**config.mk**
```make
export PLATFORM = sky130hd
export DESIGN_NAME = serial_subtractor_flat
export DESIGN_NICKNAME = d
export VERILOG_FILES = /design/src/rtl/serial_arith_pkg.sv /design/src/rtl/serial_subtractor_if.sv /design/src/rtl/full_subtractor.sv /design/src/rtl/serial_subtractor.sv /design/src/flat_wrapper.sv
export SDC_FILE = /design/constraint.sdc
export NUM_CORES = 1
export LEC_CHECK = 0
export CAP_MARGIN = 40
export CORE_ASPECT_RATIO = 1.5
export CORE_MARGIN = 10
export CORE_UTILIZATION = 30
export CTS_BUF_LIST = sky130_fd_sc_hd__clkbuf_4
export CTS_CLUSTER_DIAMETER = 50
export DETAILED_ROUTE_END_ITERATION = 10
export MAX_ROUTING_LAYER = met4
export PLACE_DENSITY_LB_ADDON = 0.2
export SYNTH_ARGS = -nofsm -noshare
export SYNTH_HDL_FRONTEND = slang
export SYNTH_HIERARCHICAL = 1
export SYNTH_SLANG_ARGS = --single-unit
export TNS_END_PERCENT = 10
```
**constraint.sdc**
```tcl
create_clock -name clk -period 2.8 [get_ports clk]
set_input_delay 0.56 -clock clk [delete_from_list [all_inputs] [get_ports clk]]
set_output_delay 0.56 -clock clk [all_outputs]
set_load 0.1 [all_outputs]
```
**src/rtl/serial_arith_pkg.sv**
```systemverilog
// Shared types and helpers for the bit-serial arithmetic blocks.
// Contents: controller state encoding (2-bit) and the bit-counter width helper.
// No logic; imported by the serial datapath modules.
package serial_arith_pkg;

  // Controller states, 2-bit encoding.
  typedef enum logic [1:0] {
    ST_IDLE  = 2'd0,
    ST_SHIFT = 2'd1,
    ST_DONE  = 2'd2
  } state_e;

  // Bit counter width: enough to count 0..width-1, never narrower than 1 bit.
  function automatic int cnt_w(input int width);
    int w;
    w = $clog2(width);
    return (w < 1) ? 1 : w;
  endfunction

endpackage

```
**src/rtl/serial_subtractor_if.sv**
```systemverilog
// Start/busy/done handshake plus operand and result buses of the serial subtractor.
// master: controller drives start/a/b and observes busy/done/diff/bout.
// slave : subtractor consumes start/a/b and drives busy/done/diff/bout.
interface serial_subtractor_if #(
  parameter int WIDTH = 8
);
  logic             start;
  logic [WIDTH-1:0] a;
  logic [WIDTH-1:0] b;
  logic             busy;
  logic             done;
  logic [WIDTH-1:0] diff;
  logic             bout;

  modport master (
    output start, a, b,
    input  busy, done, diff, bout
  );

  modport slave (
    input  start, a, b,
    output busy, done, diff, bout
  );
endinterface

```
**src/rtl/full_subtractor.sv**
```systemverilog
// One-bit full subtractor: diff_o = a_i - b_i - bin_i, bout_o = borrow out.
// Ports: a_i, b_i, bin_i in; diff_o, bout_o out. Purely combinational, zero latency.
// No handshake; the surrounding sequencer owns all timing.
module full_subtractor (
  input  logic a_i,
  input  logic b_i,
  input  logic bin_i,
  output logic diff_o,
  output logic bout_o
);

  assign diff_o = a_i ^ b_i ^ bin_i;
  // Borrow when b exceeds a, or when a == b and a borrow is coming in.
  assign bout_o = (~a_i & b_i) | (~(a_i ^ b_i) & bin_i);

endmodule

```
**src/rtl/serial_subtractor.sv**
```systemverilog
// Bit-serial unsigned subtractor: diff = a - b mod 2^WIDTH, bout = (a < b), LSB first.
// Latency: start accepted at edge E0 -> done pulses between edges E0+WIDTH and E0+WIDTH+1.
// Backpressure: start is sampled only in IDLE; starts while busy are dropped, not queued.
// Ports: clk, rst (async, active-high); bus (slave): start/a/b in, busy/done/diff/bout out.
module serial_subtractor
  import serial_arith_pkg::*;
#(
  parameter int WIDTH = 8
) (
  input  logic                clk,
  input  logic                rst,
  serial_subtractor_if.slave  bus
);

  localparam int            CW       = cnt_w(WIDTH);
  localparam logic [CW-1:0] CNT_LAST = CW'(WIDTH - 1);

  state_e           state_q, state_d;
  logic [WIDTH-1:0] a_sr_q, a_sr_d;
  logic [WIDTH-1:0] b_sr_q, b_sr_d;
  logic             borrow_q, borrow_d;
  logic [CW-1:0]    cnt_q, cnt_d;
  logic [WIDTH-1:0] diff_q, diff_d;
  logic             bout_q, bout_d;

  logic             fs_diff;
  logic             fs_bout;
  logic [WIDTH:0]   diff_cat;

  full_subtractor u_fs (
    .a_i    (a_sr_q[0]),
    .b_i    (b_sr_q[0]),
    .bin_i  (borrow_q),
    .diff_o (fs_diff),
    .bout_o (fs_bout)
  );

  always_ff @(posedge clk or posedge rst) begin
    if (rst) begin
      state_q  <= ST_IDLE;
      a_sr_q   <= '0;
      b_sr_q   <= '0;
      borrow_q <= 1'b0;
      cnt_q    <= '0;
      diff_q   <= '0;
      bout_q   <= 1'b0;
    end else begin
      state_q  <= state_d;
      a_sr_q   <= a_sr_d;
      b_sr_q   <= b_sr_d;
      borrow_q <= borrow_d;
      cnt_q    <= cnt_d;
      diff_q   <= diff_d;
      bout_q   <= bout_d;
    end
  end

  always_comb begin
    state_d  = state_q;
    a_sr_d   = a_sr_q;
    b_sr_d   = b_sr_q;
    borrow_d = borrow_q;
    cnt_d    = cnt_q;
    diff_d   = diff_q;
    bout_d   = bout_q;
    // New result bit enters at the MSB; after WIDTH shifts bit 0 sits at diff[0].
    // Built as a concatenation so WIDTH=1 needs no special case.
    diff_cat = {fs_diff, diff_q};

    case (state_q)
      ST_IDLE: begin
        if (bus.start) begin
          a_sr_d   = bus.a;
          b_sr_d   = bus.b;
          borrow_d = 1'b0;
          cnt_d    = '0;
          diff_d   = '0;
          bout_d   = 1'b0;
          state_d  = ST_SHIFT;
        end
      end
      ST_SHIFT: begin
        diff_d   = diff_cat[WIDTH:1];
        borrow_d = fs_bout;
        a_sr_d   = a_sr_q >> 1;
        b_sr_d   = b_sr_q >> 1;
        cnt_d    = cnt_q + CW'(1);
        if (cnt_q == CNT_LAST) begin
          bout_d  = fs_bout;
          state_d = ST_DONE;
        end
      end
      ST_DONE: begin
        state_d = ST_IDLE;
      end
      default: begin
        state_d = ST_IDLE;
      end
    endcase
  end

  // Both decoded straight from the registered state, so they cannot glitch.
  assign bus.busy = (state_q != ST_IDLE);
  assign bus.done = (state_q == ST_DONE);
  assign bus.diff = diff_q;
  assign bus.bout = bout_q;

endmodule

```
**src/flat_wrapper.sv**
```systemverilog
// flat-port wrapper written by rule: the top's interface ports become plain ports
module serial_subtractor_flat import serial_arith_pkg::*;
#(
  parameter int WIDTH = 8
)
  (clk, rst, bus_start, bus_a, bus_b, bus_busy, bus_done, bus_diff, bus_bout);
  serial_subtractor_if #(.WIDTH(WIDTH)) bus_i ();
  input  logic clk;
  input  logic rst;
  input wire logic [$bits(bus_i.start)-1:0] bus_start;
  input wire logic [$bits(bus_i.a)-1:0] bus_a;
  input wire logic [$bits(bus_i.b)-1:0] bus_b;
  output wire logic [$bits(bus_i.busy)-1:0] bus_busy;
  output wire logic [$bits(bus_i.done)-1:0] bus_done;
  output wire logic [$bits(bus_i.diff)-1:0] bus_diff;
  output wire logic [$bits(bus_i.bout)-1:0] bus_bout;
  assign bus_i.start = bus_start;
  assign bus_i.a = bus_a;
  assign bus_i.b = bus_b;
  assign bus_busy = bus_i.busy;
  assign bus_done = bus_i.done;
  assign bus_diff = bus_i.diff;
  assign bus_bout = bus_i.bout;
  serial_subtractor #(.WIDTH(WIDTH)) u_core (.clk(clk), .rst(rst), .bus(bus_i));
endmodule
```
[After elaboration in Yosys (flattened, before gate mapping)]
Cells that the tools add are included.
Storage, ports and cells
  register bits: 31
  bits in latches: 0
  memory bits (writable): 0
  memory bits (read-only): 0
  bits of input ports: 19
  memories kept: 0
Operators by class
  add/sub/neg operators: 1
  multipliers: 0
  divide/modulo/power cells: 0
  order comparisons: 0
  equal/unequal tests: 5
  shifts and indexed selects: 0
  multiplexer cells: 15
  bitwise operators: 7
  reduce and logical (&&, ||, !) cells: 6
Operators with widths (number)
  $pmux 8 s2: 3
  $mux 8: 3
  $pmux 3 s2: 1
  $mux 2: 2
  $pmux 1 s2: 2
  $pmux 2 s2: 1
  $reduce_and 2->1: 2
  $reduce_bool 2->1: 2
  $add 3x1->3 const B: 1
  $eq 3x3->1 const B: 1
  $mux 3: 1
  $reduce_and 3->1: 1
  $and 1x1->1: 2
  $eq 2x1->1 const B: 1
  $eq 2x2->1 const B: 1
  $logic_not 2->1: 1
  $mux 1: 2
  $ne 2x1->1 const B: 1
  $ne 2x2->1 const B: 1
  $not 1->1: 2
  $xor 1x1->1: 2
  $or 1x1->1: 1

[Longest topological paths before layout]
Gate-level depths: netlist of run 1.
  depth after elaboration: 6
  mapped depth: 5
  mapped depth without buffers: 5

[By module]
Netlist of run 1, hierarchy kept.
By module, submodules not included
  serial_subtractor: instances 1, cells an instance 126, area an instance 1415.1 µm², seq. area each 775.7 µm²
  full_subtractor: instances 1, cells an instance 4, area an instance 31.3 µm², seq. area each 0.0 µm²

[Least setup slack after synthesis of run 1]
Ideal clock, no wire load.
  kind: reg-to-output
  start: register u_core.state_q[1]
  end: output bus_done
  arrival time: 2.064 ns
  data required time: 2.240 ns
  setup slack: 0.176 ns
  stages on the path, launching flop included: 4
  cell sequence: dfrtp_1 buf_4 buf_4 nor2b_1
On the way
  cells in the longest elaborated chain, start to end: 1
RTL lines
  from (decl): RTL line serial_subtractor.sv:18  | state_e state_q, state_d;
  from (signal assigned): RTL line serial_subtractor.sv:48  | state_q <= state_d;
  $eq 2x2->1: RTL line serial_subtractor.sv:104  | assign bus.done = (state_q == ST_DONE);
  to (decl): RTL line flat_wrapper.sv:14  | output wire logic [$bits(bus_i.done)-1:0] bus_done;
No other way between the ends.

[Worst setup path after layout of run 1]
  start: register u_core.state_q[1]
  end: output bus_busy
On the way
  cells in the longest elaborated chain, start to end: 1
RTL lines
  $reduce_bool 2->1: RTL line serial_subtractor.sv:103  | assign bus.busy = (state_q != ST_IDLE);
  to (decl): RTL line flat_wrapper.sv:13  | output wire logic [$bits(bus_i.busy)-1:0] bus_busy;
No other way between the ends.

==> impl_metrics.py, run 1 <==
metrics = {
    "drt": {
        "drtAntennaViolNets": 0,
        "routedWlPerCell_um": 15.0,
        "dr_total_vias": 1098,
        "drtIter0Drc": 55,
        "drt_pass1_iterations": 4,
        "routed_wl_um": 3400,
        "drc": 0,
        "via_per_inst": 4.84,
    },
    "sta": {
        "final.setup.tns_ns": 0,
        "relSlewSlack_pct": 52.8,
        "setup_ws_ns": 0.669,
        "worst_pin_slew_ns": 0.708,
        "period_share_pct": 76.1,
        "finClkSkew_ns": 0.00787,
        "maxSlewViolCount": 0,
        "hold_violations": 0,
        "setup_viol": 0,
        "rsz0062_at_grt": "false",
        "max_freq_mhz": 469,
        "layout_min_cycle_time_ns": 2.13,
    },
    "worst_setup_path": {
        "worst_ep_arrival_time_ns": 1.57,
        "crit_type": "reg -> out",
        "end_kind": "output port",
        "crit_start": "u_core/state_q[1]",
        "worst-path-max-fanout": 7,
        "startpoint_type": "flop",
        "cp.required_ns": 2.24,
        "r2r_start": "u_core/state_q[0]",
        "critical-path-slowest-cell": "dfrtp_1",
        "slowest_delay_ns": 0.46,
        "path_cells": "nor2_1 > inv_1 > buf_4",
    },
    "global_route": {
        "grt_use_total_pct": 8.92,
        "grt-ovfl-total": 0,
        "grt_pass1_wl_um": 5770,
        "grt_max_degree": 32,
        "grt_pass1_vias": 1172,
        "antenna_found_initial": 0,
    },
    "clocking": {
        "cts_hold_buffers": 0,
        "cts_sinks": 31,
        "clock_latency_ns": 0.33,
        "root_buffer": "clkbuf_4",
        "cts_setup_buffers": 0,
        "ctsResizeCount": 0,
        "cts_tree": "yes",
        "htreeDepth": 2,
        "cts_buffers": 5,
        "cts_buffer_depth": 2,
        "clk_pin_slew_ns": 0.09,
    },
    "floorplanning": {
        "io_pins": 30,
        "rows": 30,
        "die_w_um": 76.7,
        "initial_core_util_pct": 31.6,
        "die_h_um": 105,
        "die_area_um2": 8060,
        "core_area_um2": 4580,
    },
    "cells_and_area": {
        "seq_area_um2": 776,
        "syn2layout_area_growth_pct": 25.8,
        "final_cell_area_um2": 1820,
        "multi_input_comb_area_um2": 581,
        "layout_commonest_cell": "dfrtp_1",
        "drive_above_1_share_pct": 15.3,
        "layout_common_cells": "31 x dfrtp_1, 18 x clkdlybuf4s50_1, 15 x buf_4",
        "num-fill-cells": 473,
        "n_antenna_cell": 0,
        "nets": 184,
    },
    "yosys": {
        "synth_fa_ha_area_share_pct": 3.11,
        "ys_ff_latch": 31,
        "synth_nets": 152,
        "yosysSeqAreaShare_pct": 53.6,
        "synth_warnings": 6,
        "synth_simple_gate_area_share_pct": 15.1,
        "synth_cell_types": 26,
        "synth_top_family_by_area": "compound AO/OA/AOI/OAI gates",
        "syn_avg_cell_area_um2": 11.1,
        "synth_xor_area_share_pct": 0,
        "synth_compound_area_share_pct": 22.0,
        "syn_inst": 130,
        "synth_mux_area_share_pct": 0,
        "synthesis.area_um2": 1450,
    },
    "placement": {
        "numPortBuffers": 29,
        "placed_cell_area_um2": 1770,
        "hpwl_um": 2450,
        "gp_congestion": 0.762,
        "post-place-ws_ns": 0.581,
    },
    "hold_path": {
        "worstHoldStart": "u_core/cnt_q[0]",
        "worstHoldPathType": "reg -> reg",
    },
    "power": {
        "p_leak_nw": 0.809,
        "p_per_area_nw_per_um2": 1230,
        "ir_worst_vdd_mv": 0.519,
    },
    "run": {
        "maxCapViolCount": 0,
    },
    "status": {
        "status": "completed",
    },
}
worst max-delay path, delay by kind of cell, from the launching register on:
family                 cells  cell delay, ns
buffers and inverters      2            0.33
DFF                        1            0.46
and+or+nand+nor            1            0.44
metrics by stage:
step / std cells / utilization, % / hold WS, ns / power, mW
after global placement: 219 / 38.6 / 0.483 / 1.99
after global routing: 227 / 39.7 / 0.533 / 2.39
after floorplan: 130 / - / 0.465 / 1.73
after detailed placement: 219 / 38.6 / 0.488 / 2.02
final: 227 / 39.7 / 0.500 / 2.25
after CTS: 227 / 39.7 / 0.508 / 2.27
cell usage after synthesis, drive strengths merged:
cell	instances	area, um2
a221o	4	40.0
nor3b	8	60.1
nand3b	2	15.0
ha	2	25.0
o22a	4	35.0
nand2b	7	43.8
nor2	3	13.8
inv	10	37.5
nand2	8	30.0
o21ai	9	45.0
fa	1	20.0
o221a	2	22.5
a22o	11	96.3
buf	7	48.8
o211ai	1	7.51
nand3	1	5.00
dfrtp	31	776
nor2b	7	43.8
o21bai	1	11.3
a21oi	5	25.0
a221oi	4	35.0
clkbuf	1	3.75
and2	1	6.26
registers in the layout (all words and copies together), names as in the netlist:
signal,flops
u_core/a_sr_q,8
u_core/bus.diff,8
u_core/cnt_q,3
u_core/state_q,2
u_core/bus.bout,1
u_core/b_sr_q,8
u_core/borrow_q,1
layout make-up:
cell class                      instances  share of cell area (%)
Clock buffer                            6                    2.48
Clock inverter                          2                   0.413
Inverter                               10                    2.06
Multi-Input combinational cell         81                    31.9
Sequential cell                        31                    42.6
Tap cell                               64                    4.40
Timing Repair Buffer                   33                    16.1
cell families (layout without fill, tap and decap cells):
group	after synthesis	after routing
AOI/OAI and AO/OA	41	41
and+or+nand+nor	37	37
DFF	31	31
buffers and inverters	18	51
adders and majority gates	3	3
routing by layer:
metal,track usage [%],wire length (um),up-vias
met1,10.9,1590,526
li1,-,-,529
met2,13.3,1610,39
met3,3.00,156,4
met4,3.20,42,0
met5,-,0,-
path summary, 6_finish.rpt:
check | end | slack (ns) | cells after the start
worst max-delay path | bus_busy | 0.67 | 3
worst min-delay path | u_core/cnt_q[0] | 0.50 | 1
worst max register to register | u_core/b_sr_q[3] | 1.24 | 3
worst min register to register | u_core/cnt_q[0] | 0.50 | 1
max in group asynchronous | u_core/a_sr_q[0] | 1.91 | 3
min in group asynchronous | u_core/cnt_q[2] | 0.60 | 3
report_power, final:
group / internal [mW] / leakage, nW / total (mW) / switching (mW)
combinational: 0.398 / 0.391 / 1.22 / 0.824
sequential: 0.645 / 0.387 / 0.771 / 0.126
clock: 0.103 / 0.0307 / 0.253 / 0.150
total: 1.15 / 0.809 / 2.25 / 1.10
No activity file was read; power rests on OpenSTA's default activity.
==> run 2: changes to the inputs <==
==> constraint.sdc (replaced) <==
create_clock -name clk -period 1.9 [get_ports clk]
set_input_delay 0.38 -clock clk [delete_from_list [all_inputs] [get_ports clk]]
set_output_delay 0.38 -clock clk [all_outputs]
set_load 0.1 [all_outputs]
==> impl_metrics.py, run 2 (same netlist as run 1, synthesis figures left out) <==
metrics = {
    "status": {
        "status": "completed",
    },
    "worst_setup_path": {
        "path_cells": "buf_4 > nor2b_4 > buf_12",
        "reg2regPathDepth": 2,
        "worst_ep_arrival_time_ns": 1.38,
        "r2r_start": "u_core/state_q[0]",
        "crit_family": "flip-flops",
        "end_kind": "output port",
        "critical-path-slowest-cell": "dfrtp_1",
        "crit_type": "reg -> out",
        "startpoint_type": "flop",
        "path_buf_inv": 2,
        "r2r_end": "u_core/a_sr_q[1]",
        "worst-path-max-fanout": 12,
        "cp.required_ns": 1.52,
        "slowest_delay_ns": 0.53,
        "regToRegSetupSlack_ns": 0.34,
    },
    "floorplanning": {
        "die_w_um": 76.7,
        "io_pins": 30,
        "die_h_um": 105,
        "core_area_um2": 4580,
        "initial_core_util_pct": 31.6,
        "die_area_um2": 8060,
        "rows": 30,
    },
    "sta": {
        "maxSlewViolCount": 0,
        "finClkSkew_ns": 0.0110,
        "layout_min_cycle_time_ns": 1.76,
        "worst_pin_slew_ns": 0.722,
        "worst_hold_slack_ns": 0.430,
        "period_share_pct": 92.6,
        "setup_viol": 0,
        "max_freq_mhz": 568,
        "relSlewSlack_pct": 51.8,
        "rsz0062_at_grt": "false",
        "final.setup.tns_ns": 0,
        "hold_violations": 0,
    },
    "drt": {
        "dr_total_vias": 1124,
        "drtAntennaViolNets": 0,
        "routed_wl_um": 3290,
        "drtIter0Drc": 65,
        "routedWlPerCell_um": 14.2,
        "drt_pass1_iterations": 4,
        "drc": 0,
        "via_per_inst": 4.84,
    },
    "clocking": {
        "cts_buffers": 5,
        "clock_latency_ns": 0.32,
        "htreeDepth": 2,
        "cts_buffer_depth": 2,
        "cts_sinks": 31,
        "cts_tree": "yes",
        "root_buffer": "clkbuf_4",
        "clk_pin_slew_ns": 0.10,
    },
    "global_route": {
        "grt_use_total_pct": 8.49,
        "antenna_found_initial": 0,
        "grt-ovfl-total": 0,
        "grt_pass1_wl_um": 5530,
        "grt_pass1_vias": 1221,
        "grt_max_degree": 32,
    },
    "power": {
        "p_seq_share_pct": 33.8,
        "p_total_mw": 3.59,
        "combPwrFrac_pct": 56.0,
        "swShare_pct": 46.3,
        "p_per_area_nw_per_um2": 1800,
        "p_sw_mw": 1.66,
        "power.share.clock_pct": 10.2,
        "p_leak_nw": 0.868,
        "ir_worst_vdd_mv": 1.17,
        "intPower_mw": 1.93,
    },
    "cells_and_area": {
        "layout_common_cells": "30 x dfrtp_1, 18 x clkdlybuf4s50_1, 11 x a22o_1",
        "final_cell_area_um2": 1990,
        "n_antenna_cell": 0,
        "drive_above_1_share_pct": 19.0,
        "syn2layout_area_growth_pct": 37.6,
        "layout_commonest_cell": "dfrtp_1",
        "instances_no_fill": 232,
        "num-fill-cells": 478,
        "nets": 189,
    },
    "placement": {
        "gp_congestion": 0.803,
        "numPortBuffers": 29,
        "placed_cell_area_um2": 1940,
        "placed_cells": 224,
        "hpwl_um": 2460,
    },
    "run": {
        "maxCapViolCount": 0,
    },
    "hold_path": {
        "worstHoldPathType": "in -> async",
    },
}
[run 2: changes by cell type in the layout (fill, tap and decap cells not counted)]
| cell | before | now |
|---|---|---|
| buf_12 | 0 | 10 |
| buf_4 | 15 | 10 |
| dfrtp_1 | 31 | 30 |
| dfrtp_2 | 0 | 1 |
| nor2b_1 | 7 | 6 |
| nor2b_4 | 0 | 1 |
[run 2: final cells by class]
| cell class | instances | area [um2] | area share, % |
|---|---|---|---|
| multi-input cells | 81 | 588 | 29.5 |
| repair buffers | 38 | 455 | 22.9 |
| clock inverters | 2 | 7.51 | 0.377 |
| flip-flops and latches | 31 | 777 | 39.0 |
| well taps | 64 | 80.1 | 4.02 |
| inverters | 10 | 37.5 | 1.89 |
| clock buffers | 6 | 45.0 | 2.26 |
[run 2: power by group through the flow]
stage               clock network (mW)  registers, mW  logic, mW
floorplan                            0           1.71      0.857
global placement                     0           1.22       2.00
detailed placement                   0           1.23       2.03
CTS                              0.387           1.22       2.03
global route                     0.422           1.26       2.13
finish                           0.366           1.22       2.01
[run 2: what timing repair did]
item                       in CTS  in global routing
hold endpoints to repair        0                  0
hold buffers                    0                  0
setup buffers                   0                  0
setup endpoints to repair       0                  2
gates resized for setup         0                  1
[run 2: worst max-delay path by stage]
stage / start / endpoint / slack, ns / cells after the start
CTS: u_core/state_q[1] / bus_done / 0.01 / 2
global placement: bus_start / u_core/b_sr_q[6] / 0.10 / 4
global route: u_core/state_q[0] / bus_done / 0.06 / 3
detailed placement: bus_start / u_core/a_sr_q[2] / 0.07 / 4
floorplan: u_core/state_q[1] / bus_busy / 0.24 / 3
finish: u_core/state_q[0] / bus_done / 0.14 / 3
[run 2: metrics by stage]
step | util (%) | setup slack, ns
5_1_grt | 43.5 | 0.0601
6_report | 43.5 | 0.140
2_1_floorplan | - | 0.235
3_3_place_gp | 42.3 | 0.104
4_1_cts | 43.4 | 0.0118
3_5_place_dp | 42.3 | 0.0652
[run 2: tightest hold or removal path: cells and delay by family]
kind                   cells  cell delay [ns]
buffers and inverters      3             0.79
[run 2: layer usage]
layer  GRT usage (%)  routed length (um)
met1            9.64                1520
met4            3.60                  40
met3            3.00                 154
met5               -                   0
met2            13.2                1570
